## src/rtl/uart_rx_fifo_pkg.sv

```systemverilog
// Shared constants for the UART receive buffer: IO map positions and status word layout.
package uart_rx_fifo_pkg;

    localparam int DEPTH_DEFAULT  = 16;
    localparam int ADDR_W_DEFAULT = 4;

    localparam int IO_UART_RX_DATA_BIT = 2;
    localparam int IO_UART_CTRL        = 3;

    localparam int ST_NEMPTY = 0;
    localparam int ST_FULL   = 2;
    localparam int ST_OVR    = 3;
    localparam int ST_HALF   = 4;

endpackage

```

## src/rtl/uart_rx_fifo_ram.sv

```systemverilog
// DEPTH x 8 simple dual-port storage with synchronous write and registered, enabled read.
module uart_rx_fifo_ram #(
    parameter int DEPTH  = 16,
    parameter int ADDR_W = 4
) (
    input  logic              clk,
    input  logic              we,
    input  logic [ADDR_W-1:0] waddr,
    input  logic [7:0]        wdata,
    input  logic              re,
    input  logic [ADDR_W-1:0] raddr,
    output logic [7:0]        rdata
);

    logic [7:0] mem [DEPTH];

    always_ff @(posedge clk) begin
        if (we) begin
            mem[waddr] <= wdata;
        end
    end

    // Read-before-write: a pop from the slot being overwritten returns the old byte.
    always_ff @(posedge clk) begin
        if (re) begin
            rdata <= mem[raddr];
        end
    end

endmodule

```

## src/rtl/uart_rx_fifo.sv

```systemverilog
// Receive FIFO between uart_rx and the CPU IO read mux; keeps bytes while the CPU is busy.
module uart_rx_fifo
    import uart_rx_fifo_pkg::*;
#(
    parameter int DEPTH  = DEPTH_DEFAULT,
    parameter int ADDR_W = ADDR_W_DEFAULT
) (
    input  logic            clk,
    input  logic            resetn,
    input  logic            rx_dv,
    input  logic [7:0]      rx_byte,
    input  logic            pop,
    input  logic            clr,
    output logic [7:0]      rd_data,
    output logic [7:0]      status,
    output logic [ADDR_W:0] count
);

    logic [ADDR_W-1:0] wr_ptr;
    logic [ADDR_W-1:0] rd_ptr;
    logic [ADDR_W:0]   count_q;
    logic              overrun;
    logic              rd_zero;
    logic [7:0]        ram_q;
    logic              empty;
    logic              full;
    logic              half;
    logic              pop_eff;
    logic              push;

    assign empty   = (count_q == '0);
    assign full    = (count_q == (ADDR_W+1)'(DEPTH));
    assign half    = (count_q >= (ADDR_W+1)'(DEPTH/2));
    assign pop_eff = pop & ~empty & ~clr;
    assign push    = rx_dv & (~full | pop_eff) & ~clr;

    uart_rx_fifo_ram #(
        .DEPTH  (DEPTH),
        .ADDR_W (ADDR_W)
    ) u_fifo_ram (
        .clk   (clk),
        .we    (push),
        .waddr (wr_ptr),
        .wdata (rx_byte),
        .re    (pop_eff),
        .raddr (rd_ptr),
        .rdata (ram_q)
    );

    // rd_zero masks the RAM read register after reset or a pop on empty,
    // so the storage itself never needs a reset.
    always_ff @(posedge clk) begin
        if (!resetn) begin
            wr_ptr  <= '0;
            rd_ptr  <= '0;
            count_q <= '0;
            overrun <= 1'b0;
            rd_zero <= 1'b1;
        end else if (clr) begin
            wr_ptr  <= '0;
            rd_ptr  <= '0;
            count_q <= '0;
            overrun <= 1'b0;
        end else begin
            if (push) begin
                wr_ptr <= wr_ptr + 1'b1;
            end
            if (pop_eff) begin
                rd_ptr <= rd_ptr + 1'b1;
            end
            case ({push, pop_eff})
                2'b10:   count_q <= count_q + 1'b1;
                2'b01:   count_q <= count_q - 1'b1;
                default: count_q <= count_q;
            endcase
            if (rx_dv && full && !pop_eff) begin
                overrun <= 1'b1;
            end
            if (pop) begin
                rd_zero <= empty;
            end
        end
    end

    assign rd_data = rd_zero ? 8'h00 : ram_q;
    assign count   = count_q;

    always_comb begin
        status            = 8'h00;
        status[ST_NEMPTY] = ~empty;
        status[ST_FULL]   = full;
        status[ST_OVR]    = overrun;
        status[ST_HALF]   = half;
    end

endmodule
```

## config.mk

```make
export PLATFORM = sky130hd
export DESIGN_NAME = uart_rx_fifo
export DESIGN_NICKNAME = d
export VERILOG_FILES = /design/src/rtl/uart_rx_fifo_pkg.sv /design/src/rtl/uart_rx_fifo_ram.sv /design/src/rtl/uart_rx_fifo.sv
export SDC_FILE = /design/constraint.sdc
export NUM_CORES = 1
export LEC_CHECK = 0
export ABC_AREA = 1
export BUFFER_PORTS_ARGS = -buffer_cell sky130_fd_sc_hd__buf_2
export CAP_MARGIN = 20
export CORE_MARGIN = 4
export CORE_UTILIZATION = 65
export CTS_CLUSTER_DIAMETER = 200
export DETAILED_ROUTE_END_ITERATION = 10
export GPL_ROUTABILITY_DRIVEN = 0
export HOLD_SLACK_MARGIN = 0.1
export PLACE_DENSITY_LB_ADDON = 0.05
export SETUP_SLACK_MARGIN = 0.5
export SLEW_MARGIN = 15
export SYNTH_ARGS = -nofsm -noshare
export SYNTH_HDL_FRONTEND = slang
export SYNTH_SLANG_ARGS = --single-unit
```

## constraint.sdc

```tcl
create_clock -name clk -period 3.8 [get_ports clk]
set_input_delay 0.38 -clock clk [delete_from_list [all_inputs] [get_ports clk]]
set_output_delay 0.38 -clock clk [all_outputs]
set_load 0.02 [all_outputs]
```

==> results of run 1 <==
[state kept, by name (all words and copies together) (netlist names)]
register	cells
count	5
rd_ptr	4
overrun	1
u_fifo_ram.rdata	8
wr_ptr	4
rd_zero	1
u_fifo_ram.mem	128
[cells in the mapped netlist]
cell        n  area, sq um
nand4_1     1        6.260
xor2_1      6        52.55
nand3_1    57        285.3
clkinv_1    2        7.510
a21oi_1    44        220.2
conb_1      1        3.750
nor2_1     30        112.6
edfxtp_1  136         4084
ha_1        9        112.6
inv_2       3        11.26
o21bai_1    1        7.510
o21ai_0    38        190.2
buf_4      17        127.6
clkbuf_1    6        22.52
dfxtp_1    15        300.3
nand2_1    80        300.3
a31oi_1     1        6.260
inv_1      90        337.8
a21boi_0    1        7.510
o211ai_1   32        240.2
nand3_2     1        10.01
buf_1       1        3.750
buf_2       9        45.04
[cell families after synthesis]
family	Yosys count	share of synthesized area [%]
AND/OR/NAND/NOR	169	11.00
buffers and inverters	128	8.553
other	1	0.05774
AO/OA/AOI/OAI	117	10.34
flip-flops	151	67.50
adder cells (fa/ha/maj)	9	1.734
XOR/XNOR	6	0.8091
[power by group through the flow]
stage / sequential (mW) / clock [mW] / combinational, mW
2_1_floorplan: 1.86 / 0 / 0.0777
3_3_place_gp: 1.87 / 0 / 0.111
3_5_place_dp: 1.87 / 0 / 0.114
4_1_cts: 1.84 / 1.65 / 0.116
5_1_grt: 1.83 / 1.72 / 0.139
6_report: 1.83 / 1.64 / 0.123
[layer usage]
| layer | routed length, um | vias up |
|---|---|---|
| met2 | 6241 | 165 |
| met1 | 5592 | 1933 |
| met4 | 187 | 0 |
| met3 | 1003 | 21 |
| li1 | - | 2032 |
| met5 | 0 | - |
[what timing repair did]
item                      in CTS  in global routing
buffers inserted               0                  0
hold endpoints to repair       1                  0
hold buffers                   1                  0
[critical path, cell delays in order (launching register included)]
cell and delay, ns:
dfxtp_1 0.42, nor2_1 0.11, nand3_1 0.10, nand2_1 0.11, inv_2 0.24, ha_1 0.33
xor2_1 0.23, ha_1 0.18, inv_1 0.04, nand2_1 0.09, nand3_1 0.11, nand2_1 0.08
nand2_1 0.05, nand2_1 0.05, nand2_1 0.04, a21oi_1 0.11
[cells in the final DEF, fill, tap and decap left out, types with 2 or more instances in the layout]
cell type / instances
conb_1: 4
clkbuf_16: 16
nor2_1: 30
clkinv_4: 3
a21oi_1: 44
buf_16: 2
edfxtp_1: 136
buf_2: 29
nand3_1: 57
o211ai_1: 32
clkinvlp_4: 4
xor2_1: 6
o21ai_0: 38
dfxtp_1: 13
inv_1: 90
bufinv_16: 3
inv_2: 3
clkbuf_1: 3
ha_1: 9
buf_4: 2
nand2_1: 80
clkinv_1: 4
[worst max-delay path by stage]
| stage | startpoint | to | slack, ns |
|---|---|---|---|
| after floorplan | count[0]$_SDFFE_PP0P_ | count[4]$_SDFFE_PP0P_ | 1.45 |
| after global placement | clr | count[4]$_SDFFE_PP0P_ | 1.50 |
| after detailed placement | clr | count[4]$_SDFFE_PP0P_ | 1.37 |
| after CTS | count[0]$_SDFFE_PP0P_ | count[4]$_SDFFE_PP0P_ | 1.41 |
| after global routing | count[0]$_SDFFE_PP0P_ | count[4]$_SDFFE_PP0P_ | 1.13 |
| final | count[0]$_SDFFE_PP0P_ | count[4]$_SDFFE_PP0P_ | 1.42 |
[area by class of cell]
| cell class | instances | area, sq um | share of cell area (%) |
|---|---|---|---|
| clock buffers | 20 | 425.4 | 5.841 |
| clock inverters | 12 | 153.9 | 2.113 |
| inverters | 95 | 356.6 | 4.896 |
| multi-input cells | 305 | 1567 | 21.51 |
| flip-flops and latches | 151 | 4389 | 60.26 |
| well taps | 133 | 166.4 | 2.285 |
| repair buffers | 34 | 225.2 | 3.092 |
[metrics by stage]
step | total power, mW | utilization (%)
6_report | 3.591 | 74.51
5_1_grt | 3.692 | 74.51
4_1_cts | 3.598 | 73.95
3_5_place_dp | 1.986 | 67.92
3_3_place_gp | 1.983 | 67.92
2_1_floorplan | 1.941 | -
==> reports/metrics.yaml, run 1 <==
worst_setup_path:
  crit_type: "reg -> reg"
  worstSetupEndpointType: "flip-flop"
  reg2reg_setup_slack_ns: 1.42
  reg2reg_depth: 15
  path_max_fanout: 16
  timing.rr.start: "count[0]$_SDFFE_PP0P_"
  rr_endpoint: "count[4]$_SDFFE_PP0P_"
  arrival_ns: 2.83
  crit_required_ns: 4.25
  startpoint_type: "flip-flop"
timing:
  setup_viol: 0
  tns_ns: 0
  fin_crit_sh_pct: 62.72
  fmax_ghz: 0.4196
  min_period_ns: 2.383
  timing_hold_violations_final: 0
  skew_ns: 0.007827
  grt_setup_unrepaired: "no"
  max_slew.worst_pin.slew_ns: 0.8393
  relSlewSlack_pct: 43.84
  whs_ns: 0.1518
  layout_setup_ws_ns: 1.417
  drv_slew: 0
placement:
  port_buffers: 29
  hpwl_um: 7879
  dpl_cell_area_sq_um: 6639
  place_inst: 715
  place_ws_ns: 1.373
finish:
  area_growth_pct: 12.14
  final_area_sq_um: 7283
  drive_above_1_share_pct: 10.70
  n_antenna_cell: 0
  fillers: 669
  instances_no_fill: 750
  nets: 626
grt:
  groute.usage.overall_pct: 23.82
  grt_max_degree: 133
  gr-total-overflow: 0
  antenna_found_initial: 0
  grt_use_met2_pct: 37.66
  grt_pass1_vias: 3881
  met3_usage_pct: 5.075
  top_usage_layer: "met2"
  grt_use_met1_pct: 33.57
  grt_pass1_wl_um: 20540
synthesis:
  synth_seq_area_share_pct: 67.50
  syn_area_per_cell_sq_um: 11.18
  yosysWarnings: 0
  synth_area_sq_um: 6495
  yosysUniqueCellTypes: 23
  synth_cells: 581
  ys_ff_latch: 151
clock_network:
  cts_max_path_buffers: 2
  cts.sinks: 151
  cts.htree.levels: 4
  cts.clk_slew.worst_paths_ns: 0.06
  root_buffer: "clkbuf_8"
  clock_latency_ns: 0.52
  tritoncts: "done"
  cts_resized: 0
  cts_buffers: 17
detailed_routing:
  wirelength_um: 13020
  drcViolationCount: 0
  dr.first_iter.drc_count: 469
  post_drt_wl_per_cell_um: 17.37
  firstDrtPassIters: 5
  viasPerCell: 5.535
  ant_nets: 0
  via_count: 4151
job:
  drv_cap: 0
worst_hold_path:
  hp-start: "rx_dv"
  hold_depth: 3
  whs_endpoint: "overrun$_SDFFE_PP0P_"
  hp-class: "in -> reg"
floorplan:
  die_w_um: 108.0
  die-area_sq_um: 11660
  die_height_um: 108.0
  rows: 36
  core-area_sq_um: 9774
  start_util_pct: 66.45
  ios: 34
pwr:
  power_density_nw_per_um2: 493.1
  power_switching_mw: 0.7376
  vdd_drop_max_mv: 0.3387
  clockPowerShare_pct: 45.6
  p_leak_nw: 2.753
  power.internal_mw: 2.853
  p_seq_share_pct: 51.0
  p_comb_share_pct: 3.4
  p_sw_share_pct: 20.54
run_status:
  status: "completed"
(Power assumes the default switching activity.)
==> run 2: changes to the inputs <==
ABC_AREA = 0   (was 1)
CORE_UTILIZATION = 60   (was 65)
clock period = 2.33 ns   (was 3.8 ns; I/O delays follow)
==> reports/metrics.yaml, run 2 <==
floorplan:
  die_height_um: 109.8
  rows: 36
  start_util_pct: 62.74
  die_w_um: 109.8
  ios: 34
  die-area_sq_um: 12050
  core-area_sq_um: 9910
clock_network:
  cts_buffers: 17
  clock_latency_ns: 0.53
  root_buffer: "clkbuf_8"
  cts_max_path_buffers: 2
  cts.clk_slew.worst_paths_ns: 0.06
  tritoncts: "done"
  cts.sinks: 151
  cts.htree.levels: 4
worst_setup_path:
  reg2reg_setup_slack_ns: -0.23
  worstSetupEndpointType: "flip-flop"
  timing.rr.start: "count[0]$_SDFFE_PP0P_"
  startpoint_type: "flip-flop"
  crit_required_ns: 2.74
  reg2reg_depth: 10
  crit_type: "reg -> reg"
  rr_endpoint: "count[4]$_SDFFE_PP0P_"
  arrival_ns: 2.97
  path_max_fanout: 5
synthesis:
  synth_cells: 353
  yosysMostFrequentCell: "edfxtp_1"
  synth_area_sq_um: 6217
  syn_area_per_cell_sq_um: 17.61
  yosysUniqueCellTypes: 45
  ys_ff_latch: 151
  yosysTopAreaCell: "edfxtp_1"
  synth_edf_count: 136
  synth_top_cells_by_count: "edfxtp_1, mux4_2, a22oi_1, dfxtp_1, nor2b_1"
  synthTopCellsByArea: "edfxtp_1, mux4_2, dfxtp_1"
  ys.flop_type: "edfxtp_1"
  synth_seq_area_share_pct: 70.52
  netlist.area_leader.share_pct: 65.69
  yosysWarnings: 0
  async_reset_ff_share_pct: 0
finish:
  nets: 454
  drive_above_1_share_pct: 41.80
  regMostFlops: "u_fifo_ram.mem"
  final_common_cell: "edfxtp_1"
  area_growth_pct: 25.74
  fillers: 547
  largest_reg_flops: 128
  n_antenna_cell: 0
  fin_util_pct: 78.89
  mostFrequentLayoutCells: "edfxtp_1, mux4_2, buf_2, buf_4, clkbuf_16"
worst_hold_path:
  hp-class: "in -> reg"
  hp-start: "rx_dv"
  whs_endpoint: "wr_ptr[1]$_SDFFE_PP0P_"
  hold_depth: 3
timing:
  skew_ns: 0.008851
  layout_setup_ws_ns: -0.2266
  drv_slew: 0
  relSlewSlack_pct: 52.09
  max_slew.worst_pin.slew_ns: 0.7161
  timing_hold_violations_final: 0
  setup_viol: 3
  grt_setup_unrepaired: "yes"
  fin_crit_sh_pct: 109.7
  tns_ns: -0.4614
  min_period_ns: 2.557
  fmax_ghz: 0.3911
  whs_ns: 0.1453
grt:
  antenna_found_initial: 0
  grt_pass1_wl_um: 20590
  gr-total-overflow: 0
  grt_pass1_vias: 3575
  grt_max_degree: 36
  groute.usage.overall_pct: 24.60
detailed_routing:
  via_count: 3485
  wirelength_um: 13350
  viasPerCell: 6.029
  ant_nets: 0
  dr.first_iter.drc_count: 279
  post_drt_wl_per_cell_um: 23.09
  drcViolationCount: 0
  firstDrtPassIters: 5
placement:
  place_ws_ns: -0.3105
  port_buffers: 29
  hpwl_um: 7463
pwr:
  total_power_mw: 5.951
  p_leak_nw: 2.723
  power_density_nw_per_um2: 761.2
  vdd_drop_max_mv: 0.5512
job:
  drv_cap: 0
run_status:
  violations: "setup timing"
  status: "finished with violations"
==> run 2: cell types whose count changed after synthesis, moves of 5 or more <==
cell / change
nor2b_1: +15
mux4_2: +32
inv_1: -82
nor2_1: -18
and3_1: +13
a21oi_1: -41
o21ai_0: -36
buf_4: -10
nand3_1: -52
o211ai_1: -29
nand2_1: -69
a22oi_1: +16
clkbuf_1: +5
==> run 2: report_power, final <==
group          switching, mW  internal, mW
combinational          0.114        0.0894
sequential           0.00666          2.96
clock                   1.01          1.76
total                   1.14          4.82
==> run 2: how the worst max path moves through the flow <==
stage / start / endpoint / slack [ns] / depth (start not counted)
after floorplan: count[2]$_SDFFE_PP0P_ / count[4]$_SDFFE_PP0P_ / -0.54 / 12
after global placement: count[2]$_SDFFE_PP0P_ / count[4]$_SDFFE_PP0P_ / -0.17 / 10
after detailed placement: count[0]$_SDFFE_PP0P_ / count[4]$_SDFFE_PP0P_ / -0.31 / 11
after CTS: count[0]$_SDFFE_PP0P_ / count[4]$_SDFFE_PP0P_ / -0.16 / 10
after global routing: count[0]$_SDFFE_PP0P_ / count[4]$_SDFFE_PP0P_ / -0.35 / 10
final: count[0]$_SDFFE_PP0P_ / count[4]$_SDFFE_PP0P_ / -0.23 / 10
==> run 2: what timing repair did <==
item	CTS	global route
hold endpoints to repair	115	0
setup buffers	8	8
cloned	2	0
hold buffers	11	0
setup endpoints to repair	144	44
gates resized for setup	30	19
pin swaps	11	6
==> run 2: cells by family (layout without fill, tap and decap cells) <==
group | count (synthesis) | in the layout | share of synthesized area [%]
xor+xnor | 7 | 7 | 0.9861
simple gates | 77 | 77 | 7.104
fa+ha+maj | 9 | 9 | 1.811
mux | 35 | 35 | 12.07
other cells | 1 | 4 | 0.06032
flops | 151 | 151 | 70.52
buf+inv | 35 | 124 | 2.777
compound gates | 38 | 38 | 4.669
==> run 2: area by class of cell <==
class,instances,area [sq um],area share [%]
Multi-Input combinational cell,170,1867,23.88
Clock buffer,23,446.7,5.714
Clock inverter,9,151.4,1.937
Inverter,8,32.53,0.4161
Sequential cell,151,4394,56.21
Timing Repair Buffer,84,759.5,9.715
Tap cell,133,166.4,2.129
==> run 2: critical path, stage by stage, from the launching register on <==
cell and delay [ns]:
dfxtp_1 0.31, or4_4 0.56, o21ai_4 0.18, inv_4 0.05, ha_4 0.18, xor2_2 0.14, ha_2 0.20, nor3b_1 0.30
a211oi_2 0.10, mux2i_1 0.14, a311o_1 0.28
==> run 2: through the flow <==
step           cells  cell area, sq um
4_1_cts          570              7689
6_report         578              7818
2_1_floorplan    356              6326
5_1_grt          578              7818
3_3_place_gp     517              6690
3_5_place_dp     517              6690
==> run 2: metal layers <==
layer	vias up	share of wire [%]	track usage, %	routed length [um]
met5	-	0	0	0
met4	0	2.6	11.22	346
met3	22	6.3	5.813	841
met2	130	50	37.39	6701
met1	1777	41	34.14	5458
li1	1556	-	-	-
